`src/rtl/sccb_pkg.sv`:
```
// Shared definitions for the SCCB target responder: protocol state encoding,
// acknowledge levels and the default device address.
package sccb_pkg;

  typedef enum logic [3:0] {
    IDLE,
    ADDR,
    ADDR_ACK,
    REG,
    REG_ACK,
    WDATA,
    WDATA_ACK,
    RDATA,
    RDATA_ACK,
    IGNORE
  } sccbState_t;

  localparam logic ACK  = 1'b0;
  localparam logic NACK = 1'b1;

  localparam logic [6:0] DEFAULT_DEVICE_ADDR = 7'h21;

endpackage

```
`src/rtl/sccb_input_filter.sv`:
```
// Brings one asynchronous bus line into the systemClock domain, rejects glitches
// shorter than FILTER_CYCLES samples and flags the accepted rising/falling edges.
module sccb_input_filter #(
  parameter int FILTER_CYCLES = 3
) (
  input  logic systemClock,
  input  logic nReset,
  input  logic lineIn,
  output logic level,
  output logic rise,
  output logic fall
);

  localparam int CNT_W = $clog2(FILTER_CYCLES + 1);

  logic [1:0]       syncReg;
  logic [CNT_W-1:0] cntReg;
  logic             levelReg;
  logic             riseReg;
  logic             fallReg;

  // Idle bus level is high, so everything resets to 1 to avoid a false edge.
  always_ff @(posedge systemClock or negedge nReset) begin
    if (!nReset) begin
      syncReg  <= 2'b11;
      cntReg   <= '0;
      levelReg <= 1'b1;
      riseReg  <= 1'b0;
      fallReg  <= 1'b0;
    end else begin
      syncReg <= {syncReg[0], lineIn};
      riseReg <= 1'b0;
      fallReg <= 1'b0;
      if (syncReg[1] == levelReg) begin
        cntReg <= '0;
      end else if (cntReg == CNT_W'(FILTER_CYCLES - 1)) begin
        cntReg   <= '0;
        levelReg <= syncReg[1];
        riseReg  <= syncReg[1];
        fallReg  <= ~syncReg[1];
      end else begin
        cntReg <= cntReg + 1'b1;
      end
    end
  end

  assign level = levelReg;
  assign rise  = riseReg;
  assign fall  = fallReg;

endmodule

```
`src/rtl/sccb_target_responder.sv`:
```
// SCCB/I2C target with an internal 8-bit register file: byte writes and reads with
// register-pointer auto-increment, plus a registered side-band host read port.
module sccb_target_responder
  import sccb_pkg::*;
#(
  parameter logic [6:0] DEVICE_ADDR   = DEFAULT_DEVICE_ADDR,
  parameter int         REG_DEPTH     = 256,
  parameter int         FILTER_CYCLES = 3
) (
  input  logic       systemClock,
  input  logic       nReset,
  input  logic       scl,
  input  logic       sdaIn,
  output logic       sdaDriven,
  input  logic [7:0] hostAddr,
  output logic [7:0] hostData,
  output logic       writeStrobe,
  output logic [7:0] writeAddr,
  output logic [7:0] writeData,
  output logic       busy
);

  logic [1:0] lineRaw, lineLevel, lineRise, lineFall;
  assign lineRaw = {sdaIn, scl};

  for (genvar gi = 0; gi < 2; gi++) begin : gInputFilter
    sccb_input_filter #(.FILTER_CYCLES(FILTER_CYCLES)) uFilter (
      .systemClock(systemClock),
      .nReset     (nReset),
      .lineIn     (lineRaw[gi]),
      .level      (lineLevel[gi]),
      .rise       (lineRise[gi]),
      .fall       (lineFall[gi])
    );
  end

  logic sclF, sclRise, sclFall, sdaF, sdaRise, sdaFall;
  assign sclF    = lineLevel[0];
  assign sclRise = lineRise[0];
  assign sclFall = lineFall[0];
  assign sdaF    = lineLevel[1];
  assign sdaRise = lineRise[1];
  assign sdaFall = lineFall[1];

  sccbState_t stateReg, stateNext;
  logic [3:0] bitCntReg, bitCntNext;
  logic [7:0] shiftReg, shiftNext;
  logic [7:0] regPtrReg, regPtrNext;
  logic       rwReg, rwNext;
  logic       sdaDrivenReg, sdaDrivenNext;
  logic       busyReg, busyNext;
  logic       writeStrobeReg, writeStrobeNext;
  logic [7:0] writeAddrReg, writeAddrNext;
  logic [7:0] writeDataReg, writeDataNext;
  logic       regWriteEn;
  logic [7:0] byteIn;
  logic [7:0] readByte;
  logic [7:0] hostDataReg;

  logic [7:0] regFile [REG_DEPTH];

  assign byteIn   = {shiftReg[6:0], sdaF};
  assign readByte = (int'(regPtrReg) < REG_DEPTH) ? regFile[regPtrReg] : 8'hFF;

  always_ff @(posedge systemClock or negedge nReset) begin
    if (!nReset) begin
      stateReg       <= IDLE;
      bitCntReg      <= '0;
      shiftReg       <= '0;
      regPtrReg      <= '0;
      rwReg          <= 1'b0;
      sdaDrivenReg   <= 1'b0;
      busyReg        <= 1'b0;
      writeStrobeReg <= 1'b0;
      writeAddrReg   <= '0;
      writeDataReg   <= '0;
    end else begin
      stateReg       <= stateNext;
      bitCntReg      <= bitCntNext;
      shiftReg       <= shiftNext;
      regPtrReg      <= regPtrNext;
      rwReg          <= rwNext;
      sdaDrivenReg   <= sdaDrivenNext;
      busyReg        <= busyNext;
      writeStrobeReg <= writeStrobeNext;
      writeAddrReg   <= writeAddrNext;
      writeDataReg   <= writeDataNext;
    end
  end

  // In the *_ACK states bitCnt marks which SCL fall we are on: 0 = start driving, 1 = release.
  always_comb begin
    stateNext       = stateReg;
    bitCntNext      = bitCntReg;
    shiftNext       = shiftReg;
    regPtrNext      = regPtrReg;
    rwNext          = rwReg;
    sdaDrivenNext   = sdaDrivenReg;
    busyNext        = busyReg;
    writeStrobeNext = 1'b0;
    writeAddrNext   = writeAddrReg;
    writeDataNext   = writeDataReg;
    regWriteEn      = 1'b0;

    if (sclF && sdaFall) begin
      stateNext     = ADDR;
      bitCntNext    = '0;
      sdaDrivenNext = 1'b0;
    end else if (sclF && sdaRise) begin
      stateNext     = IDLE;
      bitCntNext    = '0;
      sdaDrivenNext = 1'b0;
      busyNext      = 1'b0;
    end else begin
      case (stateReg)
        ADDR, REG, WDATA: begin
          if (sclRise) begin
            shiftNext  = byteIn;
            bitCntNext = bitCntReg + 4'd1;
            if (bitCntReg == 4'd7) begin
              bitCntNext = '0;
              if (stateReg == ADDR) begin
                if (byteIn[7:1] == DEVICE_ADDR) begin
                  stateNext = ADDR_ACK;
                  busyNext  = 1'b1;
                  rwNext    = byteIn[0];
                end else begin
                  stateNext = IGNORE;
                  busyNext  = 1'b0;
                end
              end else if (stateReg == REG) begin
                regPtrNext = byteIn;
                stateNext  = REG_ACK;
              end else begin
                regWriteEn      = 1'b1;
                writeStrobeNext = 1'b1;
                writeAddrNext   = regPtrReg;
                writeDataNext   = byteIn;
                regPtrNext      = regPtrReg + 8'd1;
                stateNext       = WDATA_ACK;
              end
            end
          end
        end
        ADDR_ACK, REG_ACK, WDATA_ACK: begin
          if (sclFall) begin
            if (bitCntReg == 4'd0) begin
              sdaDrivenNext = 1'b1;
              bitCntNext    = 4'd1;
            end else begin
              sdaDrivenNext = 1'b0;
              bitCntNext    = '0;
              if (stateReg == ADDR_ACK && rwReg) begin
                stateNext     = RDATA;
                shiftNext     = readByte;
                sdaDrivenNext = ~readByte[7];
              end else if (stateReg == ADDR_ACK) begin
                stateNext = REG;
              end else begin
                stateNext = WDATA;
              end
            end
          end
        end
        RDATA: begin
          if (sclRise) begin
            bitCntNext = bitCntReg + 4'd1;
          end else if (sclFall) begin
            if (bitCntReg == 4'd8) begin
              sdaDrivenNext = 1'b0;
              bitCntNext    = '0;
              stateNext     = RDATA_ACK;
            end else begin
              shiftNext     = {shiftReg[6:0], 1'b0};
              sdaDrivenNext = ~shiftReg[6];
            end
          end
        end
        RDATA_ACK: begin
          if (sclRise && bitCntReg == 4'd0) begin
            regPtrNext = regPtrReg + 8'd1;
            if (sdaF == NACK) begin
              stateNext = IGNORE;
              busyNext  = 1'b0;
            end else begin
              bitCntNext = 4'd1;
            end
          end else if (sclFall && bitCntReg == 4'd1) begin
            bitCntNext    = '0;
            stateNext     = RDATA;
            shiftNext     = readByte;
            sdaDrivenNext = ~readByte[7];
          end
        end
        default: ;
      endcase
    end
  end

  for (genvar gi = 0; gi < REG_DEPTH; gi++) begin : gRegFile
    always_ff @(posedge systemClock or negedge nReset) begin
      if (!nReset) begin
        regFile[gi] <= '0;
      end else if (regWriteEn && regPtrReg == 8'(gi)) begin
        regFile[gi] <= byteIn;
      end
    end
  end

  always_ff @(posedge systemClock or negedge nReset) begin
    if (!nReset) begin
      hostDataReg <= '0;
    end else begin
      hostDataReg <= (int'(hostAddr) < REG_DEPTH) ? regFile[hostAddr] : 8'hFF;
    end
  end

  assign sdaDriven   = sdaDrivenReg;
  assign busy        = busyReg;
  assign writeStrobe = writeStrobeReg;
  assign writeAddr   = writeAddrReg;
  assign writeData   = writeDataReg;
  assign hostData    = hostDataReg;

endmodule
```
`config.mk`:
```
export PLATFORM = sky130hd
export DESIGN_NAME = sccb_target_responder
export DESIGN_NICKNAME = d
export VERILOG_FILES = /design/src/rtl/sccb_pkg.sv /design/src/rtl/sccb_input_filter.sv /design/src/rtl/sccb_target_responder.sv
export SDC_FILE = /design/constraint.sdc
export NUM_CORES = 2
export LEC_CHECK = 0
export CORE_UTILIZATION = 26
export CTS_CLUSTER_DIAMETER = 30
export CTS_CLUSTER_SIZE = 12
export DETAILED_ROUTE_END_ITERATION = 8
export GPL_ROUTABILITY_DRIVEN = 1
export SETUP_SLACK_MARGIN = 0.15
export SLEW_MARGIN = 5
export SYNTH_ARGS = -nofsm -noshare
export SYNTH_HDL_FRONTEND = slang
export SYNTH_HIERARCHICAL = 1
export SYNTH_SLANG_ARGS = --single-unit
export TNS_END_PERCENT = 100
```
`constraint.sdc`:
```
create_clock -name systemClock -period 9.7 [get_ports systemClock]
set_input_delay 0.97 -clock systemClock [delete_from_list [all_inputs] [get_ports systemClock]]
set_output_delay 0.97 -clock systemClock [all_outputs]
set_load 0.01 [all_outputs]
```
==> metrics.txt <==
Post-synth EDFFs=0; I/O pins=39; routed len/inst=between 20 and 30 um; Rows=approximately 240; final total negative setup slack=0 ns; relative slew slack=about a tenth; Worst EP required=between 10 and 15 ns; syn_nets=slightly below 7,000; CTS tree=built; Critical-path top delay cell=a2111oi_0; critical path class=reg2reg; Synth area leaders=dfrtp_1 46%, mux4_2 25%, mux2_2 19%; final core occ=a little under a third; share of the synthesized area in the top cell type=between 40% and 50%; CTS H-tree depth=5; clock latency on the worst-skew pair=between 0.9 and 1 ns; final hold violations=0; # setup viols final=0; Post-synth top cells=2,107 x dfrtp_1, 1,982 x mux2_2, 1,275 x mux4_2; deepest clock path buffer count=4; # port buffers=38; Clock power frac=58.4%; mux contribution to synthesized area=between 40% and 50%; Clock Pin Slew Worst Setup and Hold Paths=roughly 0.050 ns; max-slew violations=0; All-Layer GR Usage=between 10% and 20%; syn avg cell area=16.7 um^2; Max Fclk=194 MHz; Clock Skew=0.0829 ns; Nets=roughly 7,000; CP Launch Type=flop; synth warn=6; hold path depth=0; largest family of logic cells by synthesized area=multiplexers; initial antenna violation count=30; min-delay worst type=reg2reg; Placeable Area=approximately 440,000 um^2; DRC=0; PD cells=about 210 nW/um^2; layout cells sized above 1=between 60% and 70%; synthesis-to-finish area growth=20.4%; status=finished clean; worst ir drop on vdd=between 200 and 250 uV; post-synthesis instance total=between 6,000 and 7,000; number of global-route vias before repair=around 75,000; final RePlAce weighted congestion=about 0.9; die height=about 670 um; Seq pwr share=between 30 and 40%; Detailed Route Iter0 Violations=between 6,000 and 7,000; largest net degree at the start of global routing=between 150 and 200; FF/Latch Area=52,900 um^2; placed cells=~12,000; Die ar.=about 450,000 um^2; synth unique cells=just under 80; critical path cell sequence=buf_12 > buf_4 > mux4_2 > nand2_1 > nand2_1 > a31oi_1 > nand3_1 > a2111oi_0 > a31oi_1; routed wire length=roughly 390,000 um; fin crit period=between 5 and 6 ns; Slew @ Worst Pin=roughly 1.4 ns; total of max-cap violations=0; starting density of the core=26.2%; Post-Synth Simple-Gate Area=4.85%; Multi-input gate area=around 60,000 um^2; fin cells=13,300; Yosys reg bits=2,113; Period Utilization, post-route=roughly 53%; ys flop type=dfrtp_1; Setup Buffers After CTS=0; XOR/XNOR share of the synthesized area=less than 1%; Die X-Extent=about 670 um; grt total ovfl=0; DRT antenna net count=0; first-pass GRT wire length=563,000 um; internal power=0.0211 W; Clock Sinks=approximately 2,100; vias post-DR=between 70,000 and 80,000; Crit path depth=9; Power, Total=0.0290 W; Comb pwr share=a little under a tenth; Reg2Reg Depth=9; fraction of the mapped netlist area in adder cells=less than 1%; CP Max Fanout=89; Sw Pwr=roughly 0.008 W; WP buf/inv=2; layout filler cell count=roughly 43,000; leak pwr=63.7 nW; crit end category=flop; root buf cell=clkbuf_16; Synth Area in Compound Gates=1.19%; CTS buffer count=approximately 480; Async S/R FF share, synth=100%; via/cell ratio=~5.3; Pre-Repair DR Iteration Count=8; Synth area leader=dfrtp_1; CP arrival=just under 6 ns; DP HPWL=245,000 um; Net Sw Frac=a little over a quarter; most common cell in the netlist=dfrtp_1; Synth Cell Area=about 120,000 um^2; RSZ-0062 raised after global routing=no; Max stage delay on crit path=approximately 0.85 ns; Crit path max-delay family=compound AO/OA/AOI/OAI gates; register area share after synthesis=between 40% and 50%
repair_timing:
| action | CTS | global route |
|---|---|---|
| hold buffers | 1 | 0 |
| hold endpoints to repair | 34 | 0 |
| setup endpoints to repair | 0 | 0 |
| gates resized for setup | 0 | 0 |
per-layer routing:
metal	track usage, %	vias up	wire (um)
met2	26.5	3247	178000
met4	8.46	24	21100
li1	-	27500	-
met3	4.07	921	31800
met1	22.3	39200	154000
met5	0.0868	-	177
stage by stage:
stage | area [um^2] | hold WS, ns | worst slack, ns
6_report | 139000 | 0.354 | 4.55
5_1_grt | 139000 | 0.361 | 4.32
4_1_cts | 139000 | 0.356 | 4.60
3_5_place_dp | 122000 | 0.349 | 4.56
3_3_place_gp | 122000 | 0.347 | 4.66
2_1_floorplan | 116000 | 0.345 | 6.25
area by class of cell:
class                      instances  share of cell area [%]
sequential                      2113                    38.0
multi-input combinational       4174                    43.1
clock inverter                   235                    2.44
antenna                            9                  0.0162
timing repair buffer             155                    1.17
inverter                          18                  0.0539
clock buffer                     663                    9.93
tap                             5904                    5.31
placed cells by master (no fill, tap or decap), drive strengths merged, types with 5 or more instances in the layout:
cell type      netlist  final
a31oi               13     13
o31ai                5      5
dfstp                6      6
nor3b                9      9
clkdlybuf4s50        0     31
and3                 6      6
nand3               55     55
clkinvlp             0     39
mux4              1275   1275
inv                 16     34
o21ai               40     40
mux2i               41     41
clkbuf             380    663
o22a                 5      5
a22oi               40     40
dfrtp             2107   2107
ha                   7      7
mux2              2069   2069
bufinv               0     61
diode                0      9
a21oi               34     34
nand4               10     10
o2111ai              5      5
nor3                19     19
nand2              118    118
and2                 9      9
buf                213    123
nor2b               12     12
a32oi               19     19
nand2b               9      9
nor2               307    307
nor4b                5      5
o22ai               10     10
clkinv               2    119
path summary, 6_finish.rpt:
path                                               startpoint                            endpoint  slack [ns]
setup / recovery                                 regPtrReg[0]                         shiftReg[6]        4.55
hold / removal             gInputFilter[0].uFilter/syncReg[0]  gInputFilter[0].uFilter/syncReg[1]        0.35
setup reg to reg                                 regPtrReg[0]                         shiftReg[6]        4.55
hold reg to reg            gInputFilter[0].uFilter/syncReg[0]  gInputFilter[0].uFilter/syncReg[1]        0.35
max in group asynchronous                              nReset                       regFile[1394]        6.30
min in group asynchronous                              nReset                        regFile[996]        0.69
power groups by stage:
stage	Combinational (W)	Clock (W)	Sequential, W
floorplan	0.00194	0	0.00906
global placement	0.00267	0	0.00944
detailed placement	0.00273	0	0.00945
CTS	0.00274	0.0171	0.00932
global route	0.00292	0.0176	0.00934
finish	0.00275	0.0169	0.00934
kinds of logic after synthesis:
group,Yosys count
flops,2113
buf+inv,619
xor+xnor,3
fa+ha+maj,7
simple gates,577
compound gates,202
mux,3385
worst register-to-register path: cells and delay by family (launching register included):
kind | cells | cell delay [ns]
buffers and inverters | 2 | 1.56
AOI/OAI and AO/OA | 3 | 1.51
DFF | 1 | 0.81
muxes | 1 | 0.72
and+or+nand+nor | 3 | 0.45
state kept, by name, summed over array words and instances, names as in the netlist:
register                      cells
writeStrobe                       1
gInputFilter.uFilter/syncReg      4
gInputFilter.uFilter/cntReg       4
gInputFilter.uFilter/fall         2
regPtrReg                         8
writeAddr                         8
stateReg                          4
sdaDriven                         1
hostData                          8
writeData                         8
gInputFilter.uFilter/rise         2
regFile                        2048
rwReg                             1
gInputFilter.uFilter/level        2
busy                              1
bitCntReg                         4
shiftReg                          7
(Power assumes the default switching activity.)
==> edit: new RTL, config.mk and constraints unchanged <==
Take the reset off `writeDataReg` and load it in a clocked block of its own.
--- a/src/rtl/sccb_target_responder.sv
+++ b/src/rtl/sccb_target_responder.sv
@@ -73,7 +73,6 @@
       busyReg        <= 1'b0;
       writeStrobeReg <= 1'b0;
       writeAddrReg   <= '0;
-      writeDataReg   <= '0;
     end else begin
       stateReg       <= stateNext;
       bitCntReg      <= bitCntNext;
@@ -84,8 +83,11 @@
       busyReg        <= busyNext;
       writeStrobeReg <= writeStrobeNext;
       writeAddrReg   <= writeAddrNext;
-      writeDataReg   <= writeDataNext;
-    end
+    end
+  end
+
+  always_ff @(posedge systemClock) begin
+    writeDataReg <= writeDataNext;
   end
 
   // In the *_ACK states bitCnt marks which SCL fall we are on: 0 = start driving, 1 = release.
Function: not settled (the Yosys comparison gave no result); the edit may change what the design does.
==> edit against the unedited design <==
Routed wire length shrank 2.6%; count of clock-buffer cells in the layout grew 61; clock power grew 8%; design area shrank 0.23%; highest routed layer unchanged; setup slack gained 0.20 ns; total power grew 3.0%; area after synthesis shrank 1.6%; utilization grew 0.43 points; via count shrank 1.0%; hold slack gained 0.0025 ns; critical path depth shrank 2; sequential cell count is the same; largest cell class unchanged.
==> edit: results (changes against the unedited design) <==
| Metric | Value |
|---|---|
| Worst setup margin | `4.755 ns (+0.2049 ns)` |
| Critical path's top delay family | `simple AND/OR/NAND/NOR gates` |
| Internal power | `0.02206 W (+4.7%)` |
| DP Area | `120100 um^2 (-1.5%)` |
| Post-synth cell types | `65 (-18%)` |
| CTS H-tree lvls | `6 (+1)` |
| Clock Skew | `0.07098 ns (-0.01190 ns)` |
| Syn Nets | `6840 (-1.2%)` |
| Outcome | `finished clean` |
| Top post-synthesis cells by area | `dfrtp_1, mux4_2, mux2_2, nor2_8, clkbuf_1` |
| Fraction of registers with async set/reset | `99.62% (-0.38 points)` |
| Combinational Power Share | `7.7% (-1.8 points)` |
| Number of non-clock inverters | `11 (-7)` |
| GPL Wtd Cong | `0.8573 (-6.4%)` |
| Antenna Diode Count | `13 (+4)` |
| Non-clk bufs | `164 (+5.8%)` |
| Crit path launch | `stateReg[0]` |
| Num rows | `242 (-0.82%)` |
| CP arrival | `5.79 ns (-0.17 ns)` |
| Avg Cell Area, Syn | `16.68 um^2 (-0.35%)` |
| CP max stage cell | `nand3_4` |
| Register Area | `52970 um^2 (about the same)` |
| HP Start | `gInputFilter[1].uFilter/syncReg[0]` |
| Net switching power | `0.007846 W (-1.7%)` |
| Rel. slew slack | `13.33% (+4.0 points)` |
| Clock-cell share | `13.44% (+1.1 points)` |
| Finished Layout Cells | `13100 (-1.3%)` |
| Largest net degree at the start of global routing | `211 (+8.8%)` |
| Post-cts resize count | `0 (unchanged)` |
| Avg WL per Cell | `28.65 um (-1.3%)` |
| Vias in the first global route | `74870 (-0.18%)` |
| Drt pass-1 iters | `6 (-2)` |
| First-pass GRT wire length | `549.3 mm (-2.5%)` |
| Clock power frac | `61.1% (+2.7 points)` |
| Worst vdd ir | `321.5 uV (+31%)` |
| TritonCTS buffer count | `535 (+11%)` |
| Cell count after placement | `12110 (-2.0%)` |
| FF-to-FF path depth | `7 (-2)` |
| CP max stage delay | `1.00 ns (+0.15 ns)` |
| Worst-path maximum fanout | `25 (-72%)` |
| Commonest cells in the netlist | `dfrtp_1, mux2_2, mux4_2` |
| Place WS | `4.164 ns (-0.3950 ns)` |
| Fill count | `41520 (-2.7%)` |
| PD cells | `215.4 nW/um^2 (+3.2%)` |
| Clock buffers | `724 (+9.2%)` |
| EDFF count, synth | `8 (+8)` |
| Vias | `70220 (-1.0%)` |
| Multi-In Gates | `4092 (-2.0%)` |
| P_leak | `61.68 nW (-3.1%)` |
| Clk_lat worst skew | `1.00 ns (+0.02 ns)` |
| Share of cells above drive strength 1 | `63.41% (+0.81 points)` |
| WHS | `0.3569 ns (+0.002537 ns)` |
| All-Layer GR Usage | `16.78% (-0.29 points)` |
| DRT iter0 DRCs | `6581 (-4.2%)` |
| Worst Setup EP | `regFile[294]` |
| Dpl hpwl | `236.7 mm (-3.6%)` |
| Initial antenna violation count | `29 (-3.3%)` |
| Multi-input logic area | `58300 um^2 (-2.7%)` |
| Signal buf overhead | `1.201% (+0.032 points)` |
==> edit: cell types whose count changed after synthesis, moves of 22 or more <==
cell / delta
buf_1: +23
nand2_1: -26
a22oi_1: +22
nand3_1: -24
nor2_2: +59
mux2_4: -80
mux2_2: +80
nor2_8: -70
==> edit: metal layers <==
layer	track usage, %	up-vias	part of all wire (%)
met5	0	-	0.011
met4	7.818	6	5.1
met3	4.038	826	7.8
met2	26.20	3067	47
met1	21.98	38910	40
li1	-	27410	-
==> edit: kinds of logic (layout without fill, tap and decap cells) <==
| kind of cell | after synthesis | in the layout | synth area share (%) |
|---|---|---|---|
| adder cells (fa/ha/maj) | 8 | 8 | 0.08576 |
| XOR/XNOR | 2 | 2 | 0.01540 |
| buffers and inverters | 616 | 1143 | 2.377 |
| other | 0 | 13 | 0 |
| AO/OA/AOI/OAI | 195 | 195 | 1.144 |
| AND/OR/NAND/NOR | 496 | 496 | 3.603 |
| flip-flops | 2113 | 2113 | 46.51 |
| multiplexers | 3391 | 3391 | 46.27 |
